**src/rtl/btn_mem_writer_pkg.sv**
```systemverilog
// Shared types and default tables for the button-to-memory write decoder.
package btn_mem_writer_pkg;

  // Controller states: wait for a press, qualify it, issue the write, wait for release.
  typedef enum logic [1:0] {
    IDLE     = 2'd0,
    DEBOUNCE = 2'd1,
    WRITE    = 2'd2,
    RELEASE  = 2'd3
  } state_t;

  // Default per-button tables; slice i (LSB first) belongs to btn[i].
  localparam logic [23:0] DEF_ADDR_TABLE = {8'd0, 8'd0, 8'd6};
  localparam logic [23:0] DEF_DATA_TABLE = {8'd0, 8'd8, 8'd9};

  // Width needed to hold values 0..v-1, never less than one bit.
  function automatic int width_of(input int v);
    if (v <= 1) begin
      return 1;
    end else begin
      return $clog2(v);
    end
  endfunction

endpackage

```
**src/rtl/btn_mem_writer_sync.sv**
```systemverilog
// Two-flop synchroniser for asynchronous active-low button pins.
// Reset value is all-ones so every button reads as released.
module btn_sync
  import btn_mem_writer_pkg::*;
#(
  parameter int W = 3
) (
  input  logic         clk,
  input  logic         rst_n,
  input  logic [W-1:0] d_i,
  output logic [W-1:0] q_o
);

  logic [W-1:0] meta_q;
  logic [W-1:0] sync_q;

  // Two-stage capture of the raw pins; reset releases all buttons.
  always_ff @(posedge clk) begin
    if (!rst_n) begin
      meta_q <= {W{1'b1}};
      sync_q <= {W{1'b1}};
    end else begin
      meta_q <= d_i;
      sync_q <= meta_q;
    end
  end

  assign q_o = sync_q;

endmodule

```
**src/rtl/btn_mem_writer.sv**
```systemverilog
// Debounces N active-low buttons and issues one handshaked memory write
// per press, using a per-button (address, data) table. With AUTO_INC set,
// each button's address steps through WRAP_LEN consecutive locations.
module btn_mem_writer
  import btn_mem_writer_pkg::*;
#(
  parameter int                      N_BTN        = 3,
  parameter int                      ADDR_W       = 8,
  parameter int                      DATA_W       = 8,
  parameter int                      DEBOUNCE_CYC = 4,
  parameter logic [N_BTN*ADDR_W-1:0] ADDR_TABLE   = DEF_ADDR_TABLE,
  parameter logic [N_BTN*DATA_W-1:0] DATA_TABLE   = DEF_DATA_TABLE,
  parameter bit                      AUTO_INC     = 1'b0,
  parameter int                      WRAP_LEN     = 4
) (
  input  logic              clk,
  input  logic              rst_n,
  input  logic [N_BTN-1:0]  btn,
  input  logic              mem_ready,
  output logic              mem_we,
  output logic [ADDR_W-1:0] mem_addr,
  output logic [DATA_W-1:0] mem_data,
  output logic              busy,
  output logic [7:0]        wr_count
);

  localparam int SEL_W = width_of(N_BTN);
  localparam int CNT_W = width_of(DEBOUNCE_CYC);
  localparam int OFF_W = width_of(WRAP_LEN);

  localparam logic [CNT_W-1:0] CNT_LAST = CNT_W'(DEBOUNCE_CYC - 1);
  localparam logic [OFF_W-1:0] OFF_LAST = OFF_W'(WRAP_LEN - 1);

  // Conditioned button view
  logic [N_BTN-1:0]  btn_sync_s;
  logic [N_BTN-1:0]  pressed_s;
  logic              any_pressed_s;
  logic [SEL_W-1:0]  low_idx_s;

  // Table lookup and address arithmetic
  logic [ADDR_W-1:0] base_addr_s;
  logic [DATA_W-1:0] wr_data_s;
  logic [OFF_W-1:0]  cur_off_s;
  logic [OFF_W-1:0]  next_off_s;
  logic [ADDR_W-1:0] wr_addr_s;

  // State registers and their next-state values
  state_t            state_q,    state_d;
  logic [SEL_W-1:0]  sel_q,      sel_d;
  logic [CNT_W-1:0]  cnt_q,      cnt_d;
  logic [OFF_W-1:0]  offset_q [N_BTN];
  logic [OFF_W-1:0]  offset_d [N_BTN];
  logic              mem_we_q,   mem_we_d;
  logic [ADDR_W-1:0] mem_addr_q, mem_addr_d;
  logic [DATA_W-1:0] mem_data_q, mem_data_d;
  logic              busy_q,     busy_d;
  logic [7:0]        wr_count_q, wr_count_d;

  btn_sync #(
    .W (N_BTN)
  ) u_sync (
    .clk   (clk),
    .rst_n (rst_n),
    .d_i   (btn),
    .q_o   (btn_sync_s)
  );

  assign pressed_s     = ~btn_sync_s;
  assign any_pressed_s = |pressed_s;

  // Priority pick of the lowest-numbered pressed button.
  always_comb begin
    low_idx_s = '0;
    for (int i = N_BTN - 1; i >= 0; i--) begin
      low_idx_s = pressed_s[i] ? SEL_W'(i) : low_idx_s;
    end
  end

  // Table slices and the offset step for the selected button.
  always_comb begin
    base_addr_s = ADDR_TABLE[int'(sel_q)*ADDR_W +: ADDR_W];
    wr_data_s   = DATA_TABLE[int'(sel_q)*DATA_W +: DATA_W];
    cur_off_s   = offset_q[sel_q];
    if (cur_off_s == OFF_LAST) begin
      next_off_s = '0;
    end else begin
      next_off_s = cur_off_s + OFF_W'(1);
    end
    if (AUTO_INC) begin
      wr_addr_s = base_addr_s + ADDR_W'(cur_off_s);
    end else begin
      wr_addr_s = base_addr_s;
    end
  end

  // Controller next-state logic; outputs are loaded on the transitions
  // so that everything visible on the ports comes straight from flops.
  always_comb begin
    state_d    = state_q;
    sel_d      = sel_q;
    cnt_d      = cnt_q;
    offset_d   = offset_q;
    mem_we_d   = mem_we_q;
    mem_addr_d = mem_addr_q;
    mem_data_d = mem_data_q;
    wr_count_d = wr_count_q;

    case (state_q)
      IDLE: begin
        if (any_pressed_s) begin
          sel_d   = low_idx_s;
          cnt_d   = '0;
          state_d = DEBOUNCE;
        end else begin
          state_d = IDLE;
        end
      end

      DEBOUNCE: begin
        if (!pressed_s[sel_q]) begin
          // Press did not last long enough: treat it as a glitch.
          state_d = IDLE;
        end else if (cnt_q == CNT_LAST) begin
          state_d    = WRITE;
          mem_we_d   = 1'b1;
          mem_addr_d = wr_addr_s;
          mem_data_d = wr_data_s;
        end else begin
          cnt_d = cnt_q + CNT_W'(1);
        end
      end

      WRITE: begin
        // Address and data stay frozen until the memory accepts;
        // releasing the button here does not cancel the write.
        if (mem_ready) begin
          mem_we_d   = 1'b0;
          wr_count_d = wr_count_q + 8'd1;
          if (AUTO_INC) begin
            offset_d[sel_q] = next_off_s;
          end else begin
            offset_d = offset_q;
          end
          state_d = RELEASE;
        end else begin
          state_d = WRITE;
        end
      end

      RELEASE: begin
        // Every button must be released before a new press is looked at.
        if (!any_pressed_s) begin
          state_d = IDLE;
        end else begin
          state_d = RELEASE;
        end
      end

      default: begin
        state_d  = IDLE;
        mem_we_d = 1'b0;
      end
    endcase

    busy_d = (state_d != IDLE);
  end

  // State and output registers with synchronous active-low reset.
  always_ff @(posedge clk) begin
    if (!rst_n) begin
      state_q    <= IDLE;
      sel_q      <= '0;
      cnt_q      <= '0;
      mem_we_q   <= 1'b0;
      mem_addr_q <= '0;
      mem_data_q <= '0;
      busy_q     <= 1'b0;
      wr_count_q <= 8'd0;
      for (int i = 0; i < N_BTN; i++) begin
        offset_q[i] <= '0;
      end
    end else begin
      state_q    <= state_d;
      sel_q      <= sel_d;
      cnt_q      <= cnt_d;
      mem_we_q   <= mem_we_d;
      mem_addr_q <= mem_addr_d;
      mem_data_q <= mem_data_d;
      busy_q     <= busy_d;
      wr_count_q <= wr_count_d;
      offset_q   <= offset_d;
    end
  end

  assign mem_we   = mem_we_q;
  assign mem_addr = mem_addr_q;
  assign mem_data = mem_data_q;
  assign busy     = busy_q;
  assign wr_count = wr_count_q;

endmodule

```
**config.mk**
```make
export PLATFORM = sky130hd
export DESIGN_NAME = btn_mem_writer
export DESIGN_NICKNAME = d
export VERILOG_FILES = /design/src/rtl/btn_mem_writer_pkg.sv /design/src/rtl/btn_mem_writer_sync.sv /design/src/rtl/btn_mem_writer.sv
export SDC_FILE = /design/constraint.sdc
export NUM_CORES = 1
export LEC_CHECK = 0
export BUFFER_PORTS_ARGS = -buffer_cell sky130_fd_sc_hd__buf_2
export CAP_MARGIN = 0
export CORE_MARGIN = 2
export CORE_UTILIZATION = 42
export DETAILED_ROUTE_END_ITERATION = 8
export PLACE_DENSITY = 0.67
export SLEW_MARGIN = 15
export SYNTH_ARGS = -nofsm -noshare
export SYNTH_HDL_FRONTEND = slang
export SYNTH_HIERARCHICAL = 1
export SYNTH_SLANG_ARGS = --single-unit
```
**constraint.sdc**
```tcl
create_clock -name clk -period 1.65 [get_ports clk]
set_input_delay 0.0825 -clock clk [delete_from_list [all_inputs] [get_ports clk]]
set_output_delay 0.0825 -clock clk [all_outputs]
set_load 0.02 [all_outputs]
```
==> results of run 1 <==
[how the worst min path moves through the flow]
stage,from,end,slack (ps),depth (start not counted)
2_1_floorplan,rst_n,u_sync/meta_q[0]$_SDFF_PN1_,160,1
3_3_place_gp,btn[2],u_sync/meta_q[2]$_SDFF_PN1_,260,2
3_5_place_dp,btn[0],u_sync/meta_q[0]$_SDFF_PN1_,270,2
4_1_cts,rst_n,u_sync/meta_q[1]$_SDFF_PN1_,40,2
5_1_grt,rst_n,u_sync/q_o[0]$_SDFF_PN1_,40,2
6_report,rst_n,u_sync/meta_q[0]$_SDFF_PN1_,50,2
[flip-flops by register name, indices dropped and copies added (netlist names)]
register and count:
wr_count 8, u_sync/meta_q 3, u_sync/q_o 3, cnt_q 2, sel_q 2, state_q 2
busy 1, mem_addr 1, mem_data 1, mem_we 1
[cell usage in the layout (no fill, tap or decap), types with 2 or more instances in the layout]
cell type,count
mux2i_1,4
clkbuf_4,3
buf_2,19
dfxtp_1,24
and3_1,2
o21ai_1,2
nand4_1,5
a31oi_1,2
nand2_1,4
inv_1,2
a21boi_0,2
buf_4,2
nor2_1,15
nand3_1,3
dlygate4sd3_1,3
xor2_1,4
nor3_1,2
a211oi_1,2
nand2b_1,9
conb_1,12
[worst reg2reg max path, cell delays in order (launching register included)]
cell and delay [ps]:
dfxtp_1 400, ha_2 240, nor4bb_2 240, a22o_1 200, buf_4 140, mux2i_1 180, nor2_1 50
[cells by family after synthesis]
kind of cell    Yosys count  share of synthesized area (%)
flops                    24                           42.7
xor+xnor                  5                           3.89
buf+inv                  20                           12.2
other cells               1                          0.333
fa+ha+maj                 2                           2.22
simple gates             49                           24.2
compound gates           15                           10.0
mux                       5                           4.44
[per-stage QoR]
stage | util (%) | hold slack (ps) | setup WS, ps | instances
2_1_floorplan | - | 156 | 130 | 132
3_3_place_gp | 47.4 | 264 | 150 | 165
3_5_place_dp | 47.4 | 267 | 71.1 | 165
4_1_cts | 50.1 | 39.1 | 32.9 | 172
5_1_grt | 50.6 | 36.0 | 3.15 | 172
6_report | 50.6 | 50.2 | 93.1 | 172
[cell type report]
type | instances | area (um2) | share of cell area (%)
Clock buffer | 4 | 36.3 | 2.87
Inverter | 2 | 7.51 | 0.593
Sequential cell | 24 | 480 | 38.0
Timing Repair Buffer | 24 | 140 | 11.1
Tap cell | 30 | 37.5 | 2.97
Multi-Input combinational cell | 88 | 563 | 44.5
[repair_timing]
action / 4_1_cts / 5_1_grt
setup endpoints to repair: 0 / 5
setup buffers: 0 / 0
hold endpoints to repair: 3 / 0
hold buffers: 3 / 0
gates resized for setup: 0 / 4
[power by group]
group | internal, W | switching (W) | total, W
registers | 0.000591 | 0.0000122 | 0.000603
clock network | 0.000135 | 0.000166 | 0.000300
logic | 0.0000288 | 0.0000530 | 0.0000818
[cell usage after synthesis, drive strengths merged, types with 2 or more instances]
cell / n
a211oi: 2
a21boi: 2
a31oi: 2
and3: 3
buf: 18
dfxtp: 24
ha: 2
inv: 2
mux2i: 5
nand2: 4
nand2b: 9
nand3: 3
nand4: 5
nor2: 15
nor3: 2
nor4bb: 2
o21ai: 3
xor2: 4
[per-layer routing]
metal,part of all wire [%],vias up,global-route usage (%)
li1,-,439,-
met1,46,406,15.9
met2,47,27,19.7
met3,5.7,4,3.49
met4,1.2,0,6.27
met5,0,-,0
==> qor.yml, run 1 <==
dpl.hpwl_mm: 1.38
path_cells: "ha_2 > nor4bb_2 > a22o_1 > buf_4 > mux2i_1 > nor2_1"
finalMaxSlewViolations: 0
critPathArrivalTime_ps: 1750
crit_type: "register to register"
slowest_delay_ps: 400
crit_end: "mem_addr[2]$_SDFFE_PN0P_"
total_power_w: 0.000985
wirelength_mm: 1.95
final-hold-violation-count: 0
cp_top_family: "flip-flops"
netlist_area_mm2: 0.00113
final_area_mm2: 0.00126
wl_per_cell_um: 11.4
die_w_um: 55.8
clock_skew_ps: 3.64
yosysTopAreaCell: "dfxtp_1"
dieArea_mm2: 0.00311
maxCapViolCount: 0
rows: 18
gp_congestion: 0.848
yosysTopAreaCellShare_pct: 42.7
fin_crit_sh_pct: 94.4
synth_cell_types: 35
grt_pass1_vias: 720
grt_max_degree: 15
syn_inst: 121
port_buffers: 19
cts.clk_slew.worst_paths_ps: 130
end_kind: "register"
ant_nets: 0
diodes: 0
r2r_setup_slack_ps: 90
cts-root-buf: "clkbuf_4"
synth_area_leaders: "dfxtp_1, buf_4, nand2b_1, nor2_1, mux2i_1"
fin_crit_ps: 1560
die_h_um: 55.8
drc: 0
rsz0062_at_grt: "no"
crit_buf_inv: 1
synth_edf_count: 0
grt_pass1_wl_mm: 3.14
vias: 876
status: "complete, no violations"
ys_warn_count: 6
synth_ff_type: "dfxtp_1"
drive_above_1_share_pct: 21.8
antenna_found_initial: 0
clk_latency_ps: 300
ios: 32
p_leak_nw: 0.569
startpoint_type: "register"
grt_use_total_pct: 12.6
post_dp_cell_area_mm2: 0.00118
hp-class: "input port to register"
cp_max_fo: 6
r2r_end: "mem_addr[2]$_SDFFE_PN0P_"
peakVddDrop_v: 0.000470
reg2reg_from: "cnt_q[0]$_SDFFE_PN0P_"
ys_seq_area_share_pct: 42.7
synth-seq-cells: 24
cts_tree: "yes"
gr-total-overflow: 0
ys_async_sr_fraction_pct: 0
cts.path.max_buffers: 2
ctsHtreeMaxLevel: 1
crit_start: "cnt_q[0]$_SDFFE_PN0P_"
fin_tns_setup_ps: 0
vias_per_cell: 5.09
initial_core_util_pct: 45.0
cp_num_cells: 6
cp_slowest_cell: "dfxtp_1"
worstPathRequired_ps: 1840
p_per_area_mw_per_mm2: 779
cts_inserted_buffers: 3
avgSynthCellArea_um2: 9.31
clock-sinks: 24
drt_pass1_iterations: 4
area_growth_pct: 12.3
fillers: 258
worstRegToRegCells: 6
coreArea_mm2: 0.00250
nets: 151
drtIter0Drc: 20
setup_viol: 0
fmax_mhz: 642
Note: power is estimated with default switching activity, not from simulation.
==> run 2, diff against run 1 <==
- clock period: 1.65 -> 2 ns (I/O delays scaled with it)
==> run 2 against run 1 <==
Final cell count down 1.2%. Register-to-register slack improved by 240 ps. Critical path depth decreased by 2. Core utilization fell by 0.50 points. Clock power grew 15%. Sequential share of layout area increased by 0.38 points. Clock skew is 2.5 ps lower. Fmax is 6.8% lower. Worst hold slack improved by 14 ps. Via count is 2.4% lower. Largest cell class unchanged.
==> qor.yml, run 2 (synthesized netlist as in run 1, its figures left out) <==
status: "complete, no violations"
area_growth_pct: 11.2
crit_start: "sel_q[1]$_SDFFE_PN0P_"
cts_inserted_buffers: 3
setup_viol: 0
rsz0062_at_grt: "no"
clk_latency_ps: 310
vias_per_cell: 5.03
antenna_found_initial: 0
grt_max_degree: 15
place_ws_ps: 377
ant_nets: 0
cts.path.max_buffers: 2
post-cts-setup-buffers: 0
cts-root-buf: "clkbuf_4"
reg2reg_from: "sel_q[1]$_SDFFE_PN0P_"
gp_congestion: 0.804
clock_skew_ps: 1.14
ios: 32
regArea_um2: 480
port_buffers: 19
crit_type: "register to register"
fin_crit_ps: 1670
rows: 18
initial_core_util_pct: 45.0
startpoint_type: "register"
die_w_um: 55.8
hp-start: "rst_n"
multi_input_area_um2: 549
grt.met2_usage_pct: 21.1
cts.clk_slew.worst_paths_ps: 130
grtUsageMet3_pct: 4.19
drt_pass1_iterations: 4
coreArea_mm2: 0.00250
p_leak_nw: 0.567
critPathArrivalTime_ps: 1920
die_h_um: 55.8
peakVddDrop_v: 0.000568
p_per_area_mw_per_mm2: 727
diodes: 0
largest_reg_flops: 8
finalWorstSetupSlack_ps: 329
grt-busiest-layer: "met2"
vias: 855
drive_above_1_share_pct: 17.9
drc: 0
ctsHtreeMaxLevel: 1
clock-sinks: 24
mostFrequentLayoutCell: "dfxtp_1"
grt_pass1_vias: 699
fmax_mhz: 598
fillers: 252
cts_tree: "yes"
dieArea_mm2: 0.00311
maxCapViolCount: 0
fin_tns_setup_ps: 0
drtIter0Drc: 20
grt_pass1_wl_mm: 3.11
finalMaxSlewViolations: 0
use_met1_pct: 15.8
fin_crit_sh_pct: 83.6
gr-total-overflow: 0
final-hold-violation-count: 0
dpl.hpwl_mm: 1.43
hp-class: "input port to register"
mostFrequentLayoutCells: "dfxtp_1, buf_2, nor2_1"
total_power_w: 0.000910
wl_per_cell_um: 11.5
worstPathRequired_ps: 2250
cp_max_fo: 5
grt_use_total_pct: 12.5
wirelength_mm: 1.95
end_kind: "register"
nets: 149
run 2: cell type report:
class | count | share of cell area, %
clock buffers | 3 | 1.80
clock inverters | 1 | 2.40
inverters | 2 | 0.599
multi-input cells | 88 | 43.9
flip-flops and latches | 24 | 38.4
well taps | 30 | 3.00
repair buffers | 22 | 9.99
run 2: layer usage:
layer / vias to the layer above / share of wire, %
li1: 436 / -
met1: 389 / 49
met2: 28 / 45
met3: 2 / 5.6
met4: 0 / 0.51
met5: - / 0
run 2: worst paths after layout:
path,end,slack (ps),depth (start not counted)
hold / removal,u_sync/meta_q[0]$_SDFF_PN1_,60,2
setup / recovery,cnt_q[0]$_SDFFE_PN0P_,330,4
setup reg to reg,cnt_q[0]$_SDFFE_PN0P_,330,4
hold reg to reg,u_sync/q_o[1]$_SDFF_PN1_,420,1
run 2: where the power goes:
part,internal (W),switching [W],total [W],leakage [nW]
clock network,0.000203,0.000144,0.000346,0.0279
logic,0.0000230,0.0000437,0.0000667,0.344
registers,0.000488,0.00000956,0.000497,0.195
total,0.000713,0.000197,0.000910,0.567
run 2: stage by stage:
| stage | hold slack [ps] | util [%] | instances | instance area (um2) |
|---|---|---|---|---|
| 2_1_floorplan | 173 | - | 132 | 1170 |
| 5_1_grt | 63.4 | 50.1 | 170 | 1250 |
| 4_1_cts | 57.7 | 50.1 | 170 | 1250 |
| 3_3_place_gp | 279 | 46.8 | 163 | 1170 |
| 3_5_place_dp | 284 | 46.8 | 163 | 1170 |
| 6_report | 63.9 | 50.1 | 170 | 1250 |
run 2: repair_timing:
| action | 4_1_cts | 5_1_grt |
|---|---|---|
| endpoints found under the setup margin | 0 | 0 |
| hold buffers | 3 | 0 |
| endpoints found under the hold margin | 3 | 0 |
| resized for setup | 0 | 0 |
run 2: worst max-delay path, cell delays in order, from the launching register on:
cell and delay (ps):
dfxtp_1 440, mux2i_1 350, mux2i_1 150, or4_1 490, a31oi_1 180
